### src/rtl/cac_key_loader.sv
// Serial key loader: shifts a key frame plus a 4-bit XOR-fold checksum over a
// valid/ready link, commits verified keys, and locks out after repeated failures.
//
// state     | meaning
// ----------+-------------------------------------------------------------
// IDLE      | waiting for start; key_out holds the last committed key
// SHIFT_KEY | accepting key bits LSB first into the shadow register
// SHIFT_CHK | accepting the 4 checksum bits LSB first
// CHECK     | one cycle: compare checksum, commit key or count a failure
// LOCKOUT   | too many consecutive failures; only rst_n leaves this state
module cac_key_loader #(
  parameter int KEY_W    = 16,
  parameter int MAX_FAIL = 3
) (
  input  logic             clk,
  input  logic             rst_n,
  input  logic             start,
  input  logic             s_valid,
  input  logic             s_data,
  output logic             s_ready,
  output logic [KEY_W-1:0] key_out,
  output logic             key_valid,
  output logic             busy,
  output logic             err_pulse,
  output logic             locked_out
);

  localparam int CNT_W  = $clog2(KEY_W);
  localparam int FAIL_W = $clog2(MAX_FAIL + 1);
  localparam logic [FAIL_W-1:0] MAX_FAIL_V = FAIL_W'(MAX_FAIL);

  typedef enum logic [2:0] {
    IDLE      = 3'd0,
    SHIFT_KEY = 3'd1,
    SHIFT_CHK = 3'd2,
    CHECK     = 3'd3,
    LOCKOUT   = 3'd4
  } state_t;

  state_t             state_q, state_d;
  logic [CNT_W-1:0]   bit_cnt_q, bit_cnt_d;
  logic [KEY_W-1:0]   shadow_q, shadow_d;
  logic [3:0]         chk_q, chk_d;
  logic [KEY_W-1:0]   key_out_q, key_out_d;
  logic               key_valid_q, key_valid_d;
  logic               err_pulse_q, err_pulse_d;
  logic               locked_out_q, locked_out_d;
  logic [FAIL_W-1:0]  fail_cnt_q, fail_cnt_d;
  logic [FAIL_W-1:0]  fail_next;
  logic [3:0]         exp_chk;
  logic               accept;

  assign s_ready = (state_q == SHIFT_KEY) || (state_q == SHIFT_CHK);
  assign busy    = s_ready || (state_q == CHECK);
  assign accept  = s_valid && s_ready;

  always_comb begin
    exp_chk = '0;
    for (int i = 0; i < KEY_W / 4; i++) begin
      exp_chk = exp_chk ^ shadow_q[i*4 +: 4];
    end
  end

  assign fail_next = fail_cnt_q + 1'b1;

  always_comb begin
    state_d      = state_q;
    bit_cnt_d    = bit_cnt_q;
    shadow_d     = shadow_q;
    chk_d        = chk_q;
    key_out_d    = key_out_q;
    key_valid_d  = key_valid_q;
    err_pulse_d  = 1'b0;
    locked_out_d = locked_out_q;
    fail_cnt_d   = fail_cnt_q;

    unique case (state_q)
      IDLE: begin
        if (start) begin
          state_d     = SHIFT_KEY;
          bit_cnt_d   = '0;
          key_out_d   = '0;
          key_valid_d = 1'b0;
        end
      end
      SHIFT_KEY: begin
        if (accept) begin
          shadow_d[bit_cnt_q] = s_data;
          if (bit_cnt_q == CNT_W'(KEY_W - 1)) begin
            state_d   = SHIFT_CHK;
            bit_cnt_d = '0;
          end else begin
            bit_cnt_d = bit_cnt_q + 1'b1;
          end
        end
      end
      SHIFT_CHK: begin
        if (accept) begin
          chk_d[bit_cnt_q[1:0]] = s_data;
          if (bit_cnt_q == CNT_W'(3)) begin
            state_d   = CHECK;
            bit_cnt_d = '0;
          end else begin
            bit_cnt_d = bit_cnt_q + 1'b1;
          end
        end
      end
      CHECK: begin
        if (chk_q == exp_chk) begin
          key_out_d   = shadow_q;
          key_valid_d = 1'b1;
          fail_cnt_d  = '0;
          state_d     = IDLE;
        end else begin
          // key_out was already cleared at start, so a failure leaves it zero
          err_pulse_d = 1'b1;
          fail_cnt_d  = fail_next;
          if (fail_next == MAX_FAIL_V) begin
            locked_out_d = 1'b1;
            state_d      = LOCKOUT;
          end else begin
            state_d = IDLE;
          end
        end
      end
      LOCKOUT: begin
        locked_out_d = 1'b1;
        key_out_d    = '0;
        key_valid_d  = 1'b0;
      end
      default: state_d = IDLE;
    endcase
  end

  always_ff @(posedge clk or negedge rst_n) begin
    if (!rst_n) begin
      state_q      <= IDLE;
      bit_cnt_q    <= '0;
      shadow_q     <= '0;
      chk_q        <= '0;
      key_out_q    <= '0;
      key_valid_q  <= 1'b0;
      err_pulse_q  <= 1'b0;
      locked_out_q <= 1'b0;
      fail_cnt_q   <= '0;
    end else begin
      state_q      <= state_d;
      bit_cnt_q    <= bit_cnt_d;
      shadow_q     <= shadow_d;
      chk_q        <= chk_d;
      key_out_q    <= key_out_d;
      key_valid_q  <= key_valid_d;
      err_pulse_q  <= err_pulse_d;
      locked_out_q <= locked_out_d;
      fail_cnt_q   <= fail_cnt_d;
    end
  end

  assign key_out    = key_out_q;
  assign key_valid  = key_valid_q;
  assign err_pulse  = err_pulse_q;
  assign locked_out = locked_out_q;

endmodule

### config.mk
export PLATFORM = sky130hd
export DESIGN_NAME = cac_key_loader
export DESIGN_NICKNAME = d
export VERILOG_FILES = /design/src/rtl/cac_key_loader.sv
export SDC_FILE = /design/constraint.sdc
export NUM_CORES = 1
export LEC_CHECK = 0
export CAP_MARGIN = 20
export CORE_UTILIZATION = 40
export CTS_CLUSTER_DIAMETER = 150
export DETAILED_ROUTE_END_ITERATION = 8
export GPL_TIMING_DRIVEN = 1
export PLACE_DENSITY = 0.67
export SYNTH_ARGS = -nofsm -noshare
export SYNTH_HDL_FRONTEND = slang
export SYNTH_SLANG_ARGS = --single-unit
export TNS_END_PERCENT = 30
### constraint.sdc
create_clock -name clk -period 2.45 [get_ports clk]
set_input_delay 0.3675 -clock clk [delete_from_list [all_inputs] [get_ports clk]]
set_output_delay 0.3675 -clock clk [all_outputs]
set_load 0.01 [all_outputs]
Word level (Yosys, flattened, before mapping)
Index checks and enable logic that the tools add are counted.

operators by class
  add/sub/neg operators = 2
  order comparisons = 4
  equality and inequality tests = 16
  muxes and demuxes = 32
  bitwise operators = 4
  reduce and logical (&&, ||, !) cells = 15

operator list
  kind                   number
  $pmux W16 S3           1
  $mux W16               2
  $mux W3                7
  $mux W4                5
  $bwmux W16             1
  $pmux W3 S5            1
  $pmux W4 S3            1
  $xor A4 B4 Y4          3
  $mux W1                8
  $ne A2 B1 Y1 const B   4
  $ne A2 B2 Y1 const B   4
  $eq A3 B2 Y1 const B   2
  $reduce_and A3 Y1      2
  $reduce_and A6 Y1      1
  $reduce_bool A3 Y1     2
  $lt A4 B5 Y1 const B   1
  $add A4 B1 Y4 const B  1
  $bwmux W4              1
  $demux W1 S4           1
  $eq A4 B2 Y1 const B   1
  $eq A4 B4 Y1           1
  $eq A4 B4 Y1 const B   1
  $ge A4 B1 Y1 const B   1
  $reduce_and A2 Y1      2
  16 further kinds       19

word-level totals
  bits in registers = 48
  input port bits = 5
  output and inout port bits = 21
  word-level logic and storage cells = 82

Depth between registers and ports, before layout
Gate-level depths: netlist of the first run.

  depth in word-level cells = 6
  depth in mapped cells = 6
  gate-level depth less buffers = 5

Worst setup path after synthesis of the first run
OpenSTA, ideal clock, no wires.

  path kind = register to register
  start = register shadow_q[4]
  end = register key_out_q[0] (netlist: key_out[0])
  setup time = 79 ps
  data arrival time = 1607 ps
  required time = 2371 ps
  setup slack = 764 ps
  cell stages (with the launch flop) = 7
  path buffers = 1
  period minus slack after synthesis = 1686 ps
  cells stage by stage = dfrtp_1 xnor3_1 xnor2_1 nand4_2 nor2_8 buf_12 mux2i_1

on the way
  word-level cells in the longest chain between the ends = 6

ends and longest elaborated chain
  what                                RTL line  text
  start, declared                     42        logic [KEY_W-1:0] shadow_q, shadow_d;
  start signal, assigned              149       shadow_q <= shadow_d;
  $xor A4 B4 Y4 (3 in a row)          60        exp_chk = exp_chk ^ shadow_q[i*4 +: 4];
  $eq A4 B4 Y1                        109       if (chk_q == exp_chk) begin
  $ne A2 B1 Y1 (no source line)       -
  $reduce_and A3 Y1 (no source line)  -
  end signal, assigned                151       key_out_q <= key_out_d;
  end, declared                       44        logic [KEY_W-1:0] key_out_q, key_out_d;

No other way between the ends.
A chain may end at the register's enable or synchronous reset.

Worst setup path in the final report of the first run
  start = register state_q[1]
  end = output port s_ready

on the way
  word-level cells in the longest chain between the ends = 2
  elaborated cells between the ends (all ways) = 3
  those cells by class = 2 x eq/ne; 1 x reduce/logical

ends and longest elaborated chain
  what                                                 RTL line  text
  start, declared                                      40        state_t state_q, state_d;
  start signal, assigned                               147       state_q <= state_d;
  $eq A3 B1 Y1 / $eq A3 B2 Y1 (equally long branches)  53        assign s_ready = (state_q == SHIFT_KEY) || (state_q == SHIFT_CHK);
  $logic_or A1 B1 Y1 (*)                               53
  end, declared                                        20        output logic s_ready,

Mark *: on every way between the ends. The rest lies on a longest branch, timed or not.

==> flow_summary.json, run 1 <==
{
  "syn-mean-instance-area_sq_um": 10.4,
  "cts_setup_buffers": 0,
  "rr_worst_depth": 5,
  "gp_congestion": 0.826,
  "startpoint_type": "register",
  "ant_nets": 0,
  "required_ps": 2080,
  "vias": 1600,
  "max_stage_delay_ps": 590,
  "ys.flop_type": "dfrtp_1",
  "final_hold_viol_count": 0,
  "critPathMaxFanout": 12,
  "antenna_found_initial": 0,
  "hold_class": "input pin to async pin",
  "first_global_vias": 1632,
  "drive_gt1_share_pct": 5.43,
  "cts_max_level": 2,
  "max-cap-violations": 0,
  "arrival_ps": 1860,
  "yosys-top-cells-area": "dfrtp_1 50%, mux2i_1 13%, nand2_1 6.8%",
  "slew_headroom_pct": 59.9,
  "portBuffers": 25,
  "grt_usage_pct": 16.0,
  "syn_inst": 229,
  "r2r_slack_ps": 510,
  "clkTransAtPathRegs_ps": 90,
  "diodes": 0,
  "grt_max_degree": 49,
  "drtPass1Iterations": 4,
  "hpwl_um": 3080,
  "vdd.ir_drop.worst_mv": 0.485,
  "coreArea_sq_um": 5640,
  "drtIter0Drc": 103,
  "worstSetupEndpointType": "primary output",
  "vias_per_cell": 4.85,
  "die_w_um": 79.3,
  "fin_skew_ps": 5.50,
  "endpoint": "s_ready",
  "fin_crit_sh_pct": 91.1,
  "overflow": 0,
  "cts_made_buffers": 5,
  "ys_async_sr_fraction_pct": 100,
  "clockBufferDepth": 2,
  "tightest_slew_ps": 601,
  "rsz0062_at_grt": "false",
  "outcome": "completed",
  "die_h_um": 79.3,
  "yosysMostFrequentCell": "dfrtp_1",
  "initial_core_util_pct": 42.3,
  "grt_pass1_wl_um": 7690,
  "drcViolationCount": 0,
  "area_growth_syn_to_layout_pct": 16.8,
  "drv_slew": 0,
  "synth_area_leader_cell": "dfrtp_1",
  "reg2reg_from": "shadow_q[4]",
  "clk_latency_ps": 300,
  "syn_area_sq_um": 2390,
  "pin_count": 26,
  "path_cells": "nand2b_1, a21oi_1, clkdlybuf4s50_1",
  "cts_hold_buf": 0,
  "routed_wl_um": 4340,
  "r2r-end": "key_out[9]",
  "synthDominantCellAreaShare_pct": 50.3,
  "clock-sinks": 48,
  "cts_resized": 0,
  "synth_cell_types": 33,
  "yosys_warnings": 0,
  "fmax_mhz": 448,
  "syn_nets": 239,
  "powerDensity_nw_per_um2": 1110,
  "cts-root-buf": "clkbuf_8",
  "startpoint": "state_q[1]",
  "fin_total_pwr_mw": 3.10,
  "cts_tree": "done",
  "ys_seq_elements": 48,
  "leakagePower_nw": 1.40,
  "path_class": "register to primary output",
  "synth_edf_count": 0,
  "yosysSeqAreaShare_pct": 50.3,
  "synth_common_cells": "48 x dfrtp_1, 43 x nand2_1, 31 x mux2i_1, 24 x inv_1, 12 x o21ai_0",
  "slowest_stage": "clkdlybuf4s50_1",
  "die-area_sq_um": 6280,
  "setup_viol": 0,
  "wl_per_cell_um": 13.1,
  "fin_crit_ps": 2230,
  "row_count": 27,
  "fin_tns_setup_ps": 0,
  "nets": 267
}
## layer usage
| metal | vias up | wire length [um] | global-route usage (%) |
|---|---|---|---|
| met5 | - | 0 | 0 |
| met4 | 0 | 68 | 6.55 |
| met3 | 7 | 141 | 3.45 |
| met2 | 29 | 1980 | 24.7 |
| met1 | 761 | 2150 | 21.8 |
| li1 | 803 | - | - |
## logic make-up after synthesis
family          share of synthesized area, %
mux                                     13.0
compound gates                          6.24
buf+inv                                 5.61
xor+xnor                                7.08
flops                                   50.3
simple gates                            15.1
fa+ha+maj                               2.62
## stage by stage
| step | worst slack (ps) | hold slack (ps) | std cells | util (%) | area (sq um) |
|---|---|---|---|---|---|
| CTS | 200 | 170 | 330 | 49.4 | 2790 |
| finish | 219 | 147 | 330 | 49.4 | 2790 |
| floorplan | 764 | 71.9 | 229 | - | 2390 |
| global placement | 470 | 458 | 322 | 47.9 | 2700 |
| global route | 125 | 202 | 330 | 49.4 | 2790 |
| detailed placement | 400 | 473 | 322 | 47.9 | 2700 |
## area by class of cell
class | instances | area, sq um
Clock buffer | 5 | 68.8
Timing Repair Buffer | 28 | 268
Inverter | 24 | 90.1
Sequential cell | 48 | 1200
Tap cell | 72 | 90.1
Clock inverter | 3 | 18.8
Multi-Input combinational cell | 150 | 1050
Fill cell | 533 | 2850
## critical path, delay by kind of cell (launching register included)
family / cells / cell delay, ps
compound gates: 1 / 250
buf+inv: 1 / 590
flops: 1 / 500
simple gates: 1 / 230
## cells in the final DEF, fill, tap and decap left out, drive strengths merged, types with 2 or more instances in the layout
| cell | instances |
|---|---|
| a21o | 2 |
| a21oi | 4 |
| and2 | 4 |
| buf | 4 |
| clkbuf | 5 |
| clkdlybuf4s50 | 24 |
| clkinv | 3 |
| dfrtp | 48 |
| ha | 5 |
| inv | 24 |
| mux2i | 31 |
| nand2 | 43 |
| nand2b | 3 |
| nand3 | 8 |
| nand3b | 2 |
| nor2 | 7 |
| nor3 | 2 |
| o21ai | 14 |
| xnor2 | 9 |
| xnor3 | 4 |
## state kept, by name, indices dropped and copies added, names as in the netlist
signal,cells
fail_cnt_q,2
state_q,3
key_out,16
err_pulse,1
locked_out,1
shadow_q,16
key_valid,1
bit_cnt_q,4
chk_q,4
## worst min-delay path by stage
stage,from,endpoint,slack (ps),cells past startpoint
finish,rst_n,key_out[10],150,2
global placement,key_valid,key_valid,460,1
CTS,rst_n,key_out[9],170,2
global route,rst_n,key_out[8],200,2
floorplan,rst_n,bit_cnt_q[0],70,0
detailed placement,key_valid,key_valid,470,1
## power by group
group / internal, mW / total (mW) / switching (mW)
clock network: 0.199 / 0.473 / 0.273
registers: 1.07 / 1.28 / 0.211
logic: 0.694 / 1.35 / 0.653
total: 1.96 / 3.10 / 1.14
(Power assumes the default switching activity.)
==> inputs of run 2 (changes only) <==
Settings changed: CORE_UTILIZATION 40 to 45, PLACE_DENSITY 0.67 to 0.73.
==> run 2 against run 1 <==
Against the previous run:
- fmax is 2.5% lower
- non-clock buffer count unchanged
- clock-buffer cell count up 1
- clock skew rose by 1.7 ps
- sequential power hardly changed
- clock power shrank 5.9%
- hold slack better by 9.4 ps
- flip-flop and latch count stayed put
- global-route usage is 1.3 points higher
==> flow_summary.json, run 2 (synthesis gave the netlist of run 1 again) <==
{
  "outcome": "completed",
  "row_count": 26,
  "overflow": 0,
  "path_delay_family": "buffers and inverters",
  "vias": 1609,
  "area.sequential_sq_um": 1200,
  "stdcell_area_sq_um": 2780,
  "rsz0062_at_grt": "false",
  "setup_viol": 0,
  "worstSetupEndpointType": "primary output",
  "die_h_um": 74.8,
  "cts_hold_buf": 0,
  "drv_slew": 0,
  "initial_core_util_pct": 46.7,
  "cts_made_buffers": 5,
  "arrival_ps": 1920,
  "path_cells": "nand2b_1, a21oi_1, clkdlybuf4s50_1",
  "preCtsSetupSlack_ps": 437,
  "pin_count": 26,
  "routed_wl_um": 4290,
  "leakagePower_nw": 1.39,
  "drcViolationCount": 0,
  "placed_area_sq_um": 2700,
  "reg2reg_from": "shadow_q[3]",
  "final_common_cell": "dfrtp_1",
  "cts_tree": "done",
  "vias_per_cell": 4.92,
  "drive_gt1_share_pct": 4.67,
  "die_w_um": 74.8,
  "fin_tns_setup_ps": 0,
  "required_ps": 2080,
  "multiInputGateArea_sq_um": 1050,
  "path_class": "register to primary output",
  "drtIter0Drc": 88,
  "grt_usage_pct": 17.4,
  "clock-sinks": 48,
  "area_growth_syn_to_layout_pct": 16.3,
  "drtPass1Iterations": 4,
  "startpoint_type": "register",
  "wl_per_cell_um": 13.1,
  "final_cell_mix": "48 x dfrtp_1, 43 x nand2_1, 31 x mux2i_1",
  "ant_nets": 0,
  "portBuffers": 25,
  "vdd.ir_drop.worst_mv": 0.563,
  "powerDensity_nw_per_um2": 1110,
  "max-cap-violations": 0,
  "final_hold_viol_count": 0,
  "slowest_stage": "clkdlybuf4s50_1",
  "diodes": 0,
  "hold_class": "input pin to async pin",
  "cts_setup_buffers": 0,
  "cts_resized": 0,
  "grt_pass1_wl_um": 7290,
  "coreArea_sq_um": 5110,
  "clockBufferDepth": 2,
  "slew_headroom_pct": 59.7,
  "first_global_vias": 1581,
  "fin_ws_ps": 161,
  "path_buf_inv": 1,
  "nets": 267,
  "cts_max_level": 2,
  "fin_crit_ps": 2290,
  "clk_latency_ps": 300,
  "clkTransAtPathRegs_ps": 80,
  "fin_crit_sh_pct": 93.4,
  "tightest_slew_ps": 605,
  "critPathMaxFanout": 12,
  "hpwl_um": 3110,
  "antenna_found_initial": 0,
  "die-area_sq_um": 5600,
  "startpoint": "state_q[1]",
  "cts-root-buf": "clkbuf_8",
  "gp_congestion": 0.845,
  "max_stage_delay_ps": 610,
  "fmax_mhz": 437,
  "fin_skew_ps": 7.22,
  "fill_cells": 487,
  "grt_max_degree": 49
}
## run 2: layout make-up
| cell class | instances | share of cell area [%] |
|---|---|---|
| inverter | 24 | 3.24 |
| clock inverter | 1 | 0.180 |
| clock buffer | 6 | 2.61 |
| timing repair buffer | 28 | 9.64 |
| sequential | 48 | 43.3 |
| tap | 70 | 3.15 |
| multi-input combinational | 150 | 37.9 |
## run 2: report_power, final
group	internal, mW	switching (mW)
Combinational	0.694	0.660
Clock	0.195	0.250
Sequential	1.07	0.206
## run 2: final timing paths
path,endpoint,slack (ps),cells after the start
setup / recovery,s_ready,160,3
hold / removal,shadow_q[6],160,2
setup reg to reg,key_out[15],530,5
hold reg to reg,key_valid,480,1
max in group asynchronous,locked_out,1880,2
min in group clk,key_valid,480,1
## run 2: stage by stage
| step | total power, mW | utilization, % | hold slack, ps | cells |
|---|---|---|---|---|
| finish | 3.07 | 54.4 | 157 | 327 |
| global route | 3.31 | 54.4 | 215 | 327 |
| CTS | 3.11 | 54.4 | 182 | 327 |
| detailed placement | 2.66 | 52.8 | 469 | 320 |
| global placement | 2.63 | 52.8 | 458 | 320 |
| floorplan | 2.12 | - | 71.9 | 229 |
## run 2: layer usage
metal,GRT usage [%],vias to the layer above,wire (um)
met3,4.02,6,109
met2,28.4,26,2000
met5,0,-,0
met1,23.0,777,2130
li1,-,800,-
met4,5.66,0,49
